===== src/rtl/ifu_fetch.sv =====
// Instruction fetch: owns the PC, drives the ROM read port, realigns sync ROM data with its address.
// Latency: address issued in cycle n is presented on inst_o in cycle n+1; one word per cycle.
// Backpressure: hold_i freezes PC and the presented word; jump_en_i overrides hold and squashes one word.
//
// Ports:
//   clk, rst                     clock and asynchronous active-high reset
//   hold_i                       stall: keep PC and presented instruction stable
//   jump_en_i, jump_addr_i       single-cycle redirect and its byte target (low 2 bits dropped)
//   rom_r_en_o, rom_r_addr_o     ROM read port (word-aligned byte address)
//   rom_r_data_i                 ROM data, valid the cycle after a read enable
//   inst_o, inst_addr_o,
//   inst_valid_o                 instruction, its byte address and validity towards IF/ID
module ifu_fetch #(
  parameter logic [31:0] RESET_PC = 32'h0000_0000,
  parameter logic [31:0] NOP_INST = 32'h0000_0013
) (
  input  logic        clk,
  input  logic        rst,
  input  logic        hold_i,
  input  logic        jump_en_i,
  input  logic [31:0] jump_addr_i,
  output logic        rom_r_en_o,
  output logic [31:0] rom_r_addr_o,
  input  logic [31:0] rom_r_data_i,
  output logic [31:0] inst_o,
  output logic [31:0] inst_addr_o,
  output logic        inst_valid_o
);

  typedef enum logic [1:0] {
    S_BOOT = 2'd0,
    S_RUN  = 2'd1,
    S_HOLD = 2'd2
  } state_t;

  state_t      state;
  state_t      state_nxt;

  logic [31:0] pc;
  logic [31:0] f1_addr;    // address of the word the ROM returns this cycle
  logic        f1_valid;
  logic [31:0] hold_buf;   // presented word frozen while stalled (ROM data is stale then)
  logic        buf_valid;

  logic        issue;
  logic        capture;
  logic [31:0] issue_addr;

  // State register
  always_ff @(posedge clk or posedge rst) begin
    if (rst) begin
      state <= S_BOOT;
    end else begin
      state <= state_nxt;
    end
  end

  // Next state: a jump always lands in S_RUN, otherwise hold decides
  always_comb begin
    state_nxt = state;
    case (state)
      S_BOOT, S_RUN: state_nxt = (hold_i && !jump_en_i) ? S_HOLD : S_RUN;
      S_HOLD:        state_nxt = (jump_en_i || !hold_i) ? S_RUN : S_HOLD;
      default:       state_nxt = S_RUN;
    endcase
  end

  // Outputs and control strobes
  always_comb begin
    issue        = jump_en_i || !hold_i;
    // Capture only on the edge that enters the stall; later hold cycles keep the buffer.
    capture      = (state != S_HOLD) && hold_i && !jump_en_i;
    issue_addr   = jump_en_i ? {jump_addr_i[31:2], 2'b00} : pc;
    rom_r_en_o   = !rst && issue;
    rom_r_addr_o = issue_addr;
    inst_addr_o  = f1_addr;
    // A jump in flight squashes whatever word is on the output this cycle.
    inst_valid_o = f1_valid && !jump_en_i;
    if (!inst_valid_o) begin
      inst_o = NOP_INST;
    end else if (buf_valid) begin
      inst_o = hold_buf;
    end else begin
      inst_o = rom_r_data_i;
    end
  end

  // Datapath registers
  always_ff @(posedge clk or posedge rst) begin
    if (rst) begin
      pc        <= RESET_PC;
      f1_addr   <= 32'h0000_0000;
      f1_valid  <= 1'b0;
      hold_buf  <= NOP_INST;
      buf_valid <= 1'b0;
    end else if (issue) begin
      pc        <= issue_addr + 32'd4;
      f1_addr   <= issue_addr;
      f1_valid  <= 1'b1;
      buf_valid <= 1'b0;
    end else if (capture) begin
      hold_buf  <= inst_o;
      buf_valid <= f1_valid;
    end
  end

endmodule

===== config.mk =====
export PLATFORM = sky130hd
export DESIGN_NAME = ifu_fetch
export DESIGN_NICKNAME = d
export VERILOG_FILES = /design/src/rtl/ifu_fetch.sv
export SDC_FILE = /design/constraint.sdc
export NUM_CORES = 1
export LEC_CHECK = 0
export ABC_AREA = 1
export CAP_MARGIN = 10
export CORE_UTILIZATION = 43
export CTS_CLUSTER_DIAMETER = 100
export DETAILED_ROUTE_END_ITERATION = 8
export PLACE_DENSITY = 0.77
export SLEW_MARGIN = 0
export SYNTH_ARGS = -nofsm -noshare
export SYNTH_HDL_FRONTEND = slang
export SYNTH_SLANG_ARGS = --single-unit

===== constraint.sdc =====
create_clock -name clk -period 2.78 [get_ports clk]
set_input_delay 0.278 -clock clk [delete_from_list [all_inputs] [get_ports clk]]
set_output_delay 0.278 -clock clk [all_outputs]
set_load 0.01 [all_outputs]

==> results.tsv, run 1 <==
metric	value	unit
Largest stage delay, worst path	0.61	ns
Post-DRT Antenna Nets	0	
largest net degree at the start of global routing	99	
Cell variety after synth	33	
Yosys reg bits	98	
Slew headroom	64.3	%
GRT Resource Usage Total	23.2	%
Worst Path Arrival	2.24	ns
CP most frequent cell	inv_1	
vias after detailed routing	5184	
Worst-path clk slew	0.07	ns
RSZ-0062 raised after global routing	no	
DR DRC count	0	
Tmin final	2.52	ns
n_diodes	0	
Skew-Pair Late Insertion Delay	0.35	ns
Ys Warns	0	
clock buffer depth	2	
I/O pin cnt	166	
initial drt markers	321	
CP Max Fanout	28	
multi-input logic area	2530	um^2
setup_tns	0	ns
WL per Instance	13.3	um
Crit. End Element	output pin	
Die H	114	um
Synth Cell Area	5430	um^2
slowest CP cell	clkdlybuf4s50_1	
Hold Path Class	in2async	
Port Buffer Count	163	
worst path cell trace	inv_1 > nor2_8 > inv_1 > a211oi_1 > clkdlybuf4s50_1	
Remaining Overflow, GRT	0	
Initial Utilization	44.7	%
outcome	finished clean	
Top delay family on crit path	buffers and inverters	
Pwr Total	0.00392	W
Startpoint Class	register	
total length of routed wires	14100	um
# fillers	1116	
WP buf/inv	3	
die area	13100	um^2
Hold Vio Cnt, Final	0	
reported leakage power	3.29	nW
Inserted Clock Buffers	9	
core area	12200	um^2
Mapped Avg Cell Area	7.32	um^2
area post-placement	7170	um^2
standard-cell rows	40	
initial antenna violation count	0	
postcts setup bufs	0	
Critical Setup Path Class	reg2out	
Syn Inst Count	742	
Seq/Total Area, Yosys	45.2	%
PostCTS Resize Cnt	0	
H-tree depth	3	
final setup vio count	0	
die width	114	um
via/cell ratio	4.89	
Root Buffer	clkbuf_16	
Reg area	2460	um^2
first-pass GRT wire length	23700	um
VDD IR max	0.323	mV
share of layout cells above drive strength 1	9.41	%
Max Cap Viol	0	
Layout Nets	957	
Final GP Congestion	0.864	
vias in the first global route	4800	
Syn Nets	811	
clk_skew	0.00646	ns
worst-margin pin slew	0.529	ns
Max Fclk	398	MHz
Power Density	526	nW/um^2
final instance area	7450	um^2
Min Hold Slack	0.449	ns
Pins Over Slew Limit	0	
Critical Path RT	2.50	ns
Area growth syn-to-layout	37.1	%
Tcrit/Tclk final	90.5	%
Sinks on Clock Net	98	
drt pass-1 iters	5	
hold buffer count at cts	0	
dpl hpwl	9820	um
CTS tree	built	
-- power by group --
group	switching [W]	leakage, nW	internal [W]	total [W]
clock	0.000539	0.133	0.000656	0.00120
combinational	0.000541	1.95	0.000484	0.00102
sequential	0.0000861	1.21	0.00161	0.00170
total	0.00117	3.29	0.00275	0.00392
-- sequential cells by signal, summed over array words and instances, names as in the netlist --
| register | cells |
|---|---|
| buf_valid | 1 |
| f1_valid | 1 |
| hold_buf | 32 |
| inst_addr_o | 30 |
| pc | 32 |
| state | 2 |
-- per-layer routing --
layer	global-route usage, %	share of wire, %	vias up
li1	-	-	2629
met1	32.3	47	2334
met2	35.7	44	204
met3	4.29	7.4	17
met4	9.35	1.6	0
met5	0	0	-
-- cells by family (layout without fill, tap and decap cells) --
family                   count (synthesis)  after routing  share of synthesized area (%)
AO/OA/AOI/OAI                          120            120                           11.8
XOR/XNOR                                 1              1                          0.161
adder cells (fa/ha/maj)                  1              1                          0.230
AND/OR/NAND/NOR                        420            420                           34.2
flip-flops                              98             98                           45.2
buffers and inverters                  102            253                           8.48
-- synthesized netlist by cell type (all sizes together) --
cell    instances  area, um^2
a211oi          5        37.5
nor2          118         547
nand3b          1        7.51
a21oi          34         170
o21ai          71         359
xor2            1        8.76
o21bai          1        7.51
nand2         252        1050
a31oi           2        12.5
inv            65         244
dfrtp          95        2380
nand3          47         235
buf            19         149
o211ai          6        45.0
dfstp           3        78.8
clkbuf         18        67.6
and2            1        6.26
o31ai           1        7.51
ha              1        12.5
or2             1        6.26
-- layout by cell type (no fill, tap or decap), types with 9 or more instances in the layout --
| cell type | netlist | routed |
|---|---|---|
| nand2_1 | 219 | 219 |
| clkdlybuf4s50_1 | 0 | 162 |
| nor2_1 | 98 | 98 |
| dfrtp_1 | 95 | 95 |
| o21ai_0 | 67 | 67 |
| inv_1 | 64 | 62 |
| nand3_1 | 47 | 47 |
| a21oi_1 | 34 | 33 |
| nand2_2 | 28 | 28 |
| nor2_2 | 11 | 11 |
| clkbuf_16 | 0 | 9 |
-- path summary, 6_finish.rpt --
| path | from | to | slack (ns) | cells after the start |
|---|---|---|---|---|
| setup / recovery | f1_valid$_DFFE_PP0N_ | inst_o[23] | 0.26 | 5 |
| hold / removal | rst | hold_buf[16]$_DFFE_PP0P_ | 0.45 | 3 |
| setup reg to reg | pc[2]$_DFFE_PP0N_ | pc[20]$_DFFE_PP0N_ | 0.86 | 9 |
| hold reg to reg | state[0]$_DFF_PP0_ | state[1]$_DFF_PP0_ | 0.46 | 1 |
| max in group asynchronous | rst | pc[20]$_DFFE_PP0N_ | 1.92 | 3 |
| min in group clk | state[0]$_DFF_PP0_ | state[1]$_DFF_PP0_ | 0.46 | 1 |
-- metrics by stage --
step | worst slack (ns) | utilization [%] | std cells
after global placement | 0.514 | 59.0 | 1045
after floorplan | 0.997 | - | 742
final | 0.265 | 61.3 | 1061
after CTS | 0.220 | 61.3 | 1061
after detailed placement | 0.498 | 59.0 | 1045
after global routing | 0.109 | 61.3 | 1061
-- worst register-to-register path, delay by kind of cell, from the launching register on --
| family | cells | cell delay [ns] |
|---|---|---|
| flip-flops | 1 | 0.37 |
| adder cells (fa/ha/maj) | 1 | 0.25 |
| buffers and inverters | 1 | 0.18 |
| AO/OA/AOI/OAI | 1 | 0.44 |
| AND/OR/NAND/NOR | 6 | 0.55 |
-- final cells by class --
cell class | instances | share of cell area (%)
sequential | 98 | 33.0
timing repair buffer | 172 | 23.2
inverter | 65 | 3.33
clock buffer | 14 | 3.54
tap | 168 | 2.82
multi-input combinational | 542 | 33.9
clock inverter | 2 | 0.168
(Power assumes the default switching activity.)
==> inputs of run 2 (changes only) <==
- GPL_ROUTABILITY_DRIVEN: default -> 0
==> results of run 2 <==
No change in the layout: final DEF, timing and power equal those of run 1.
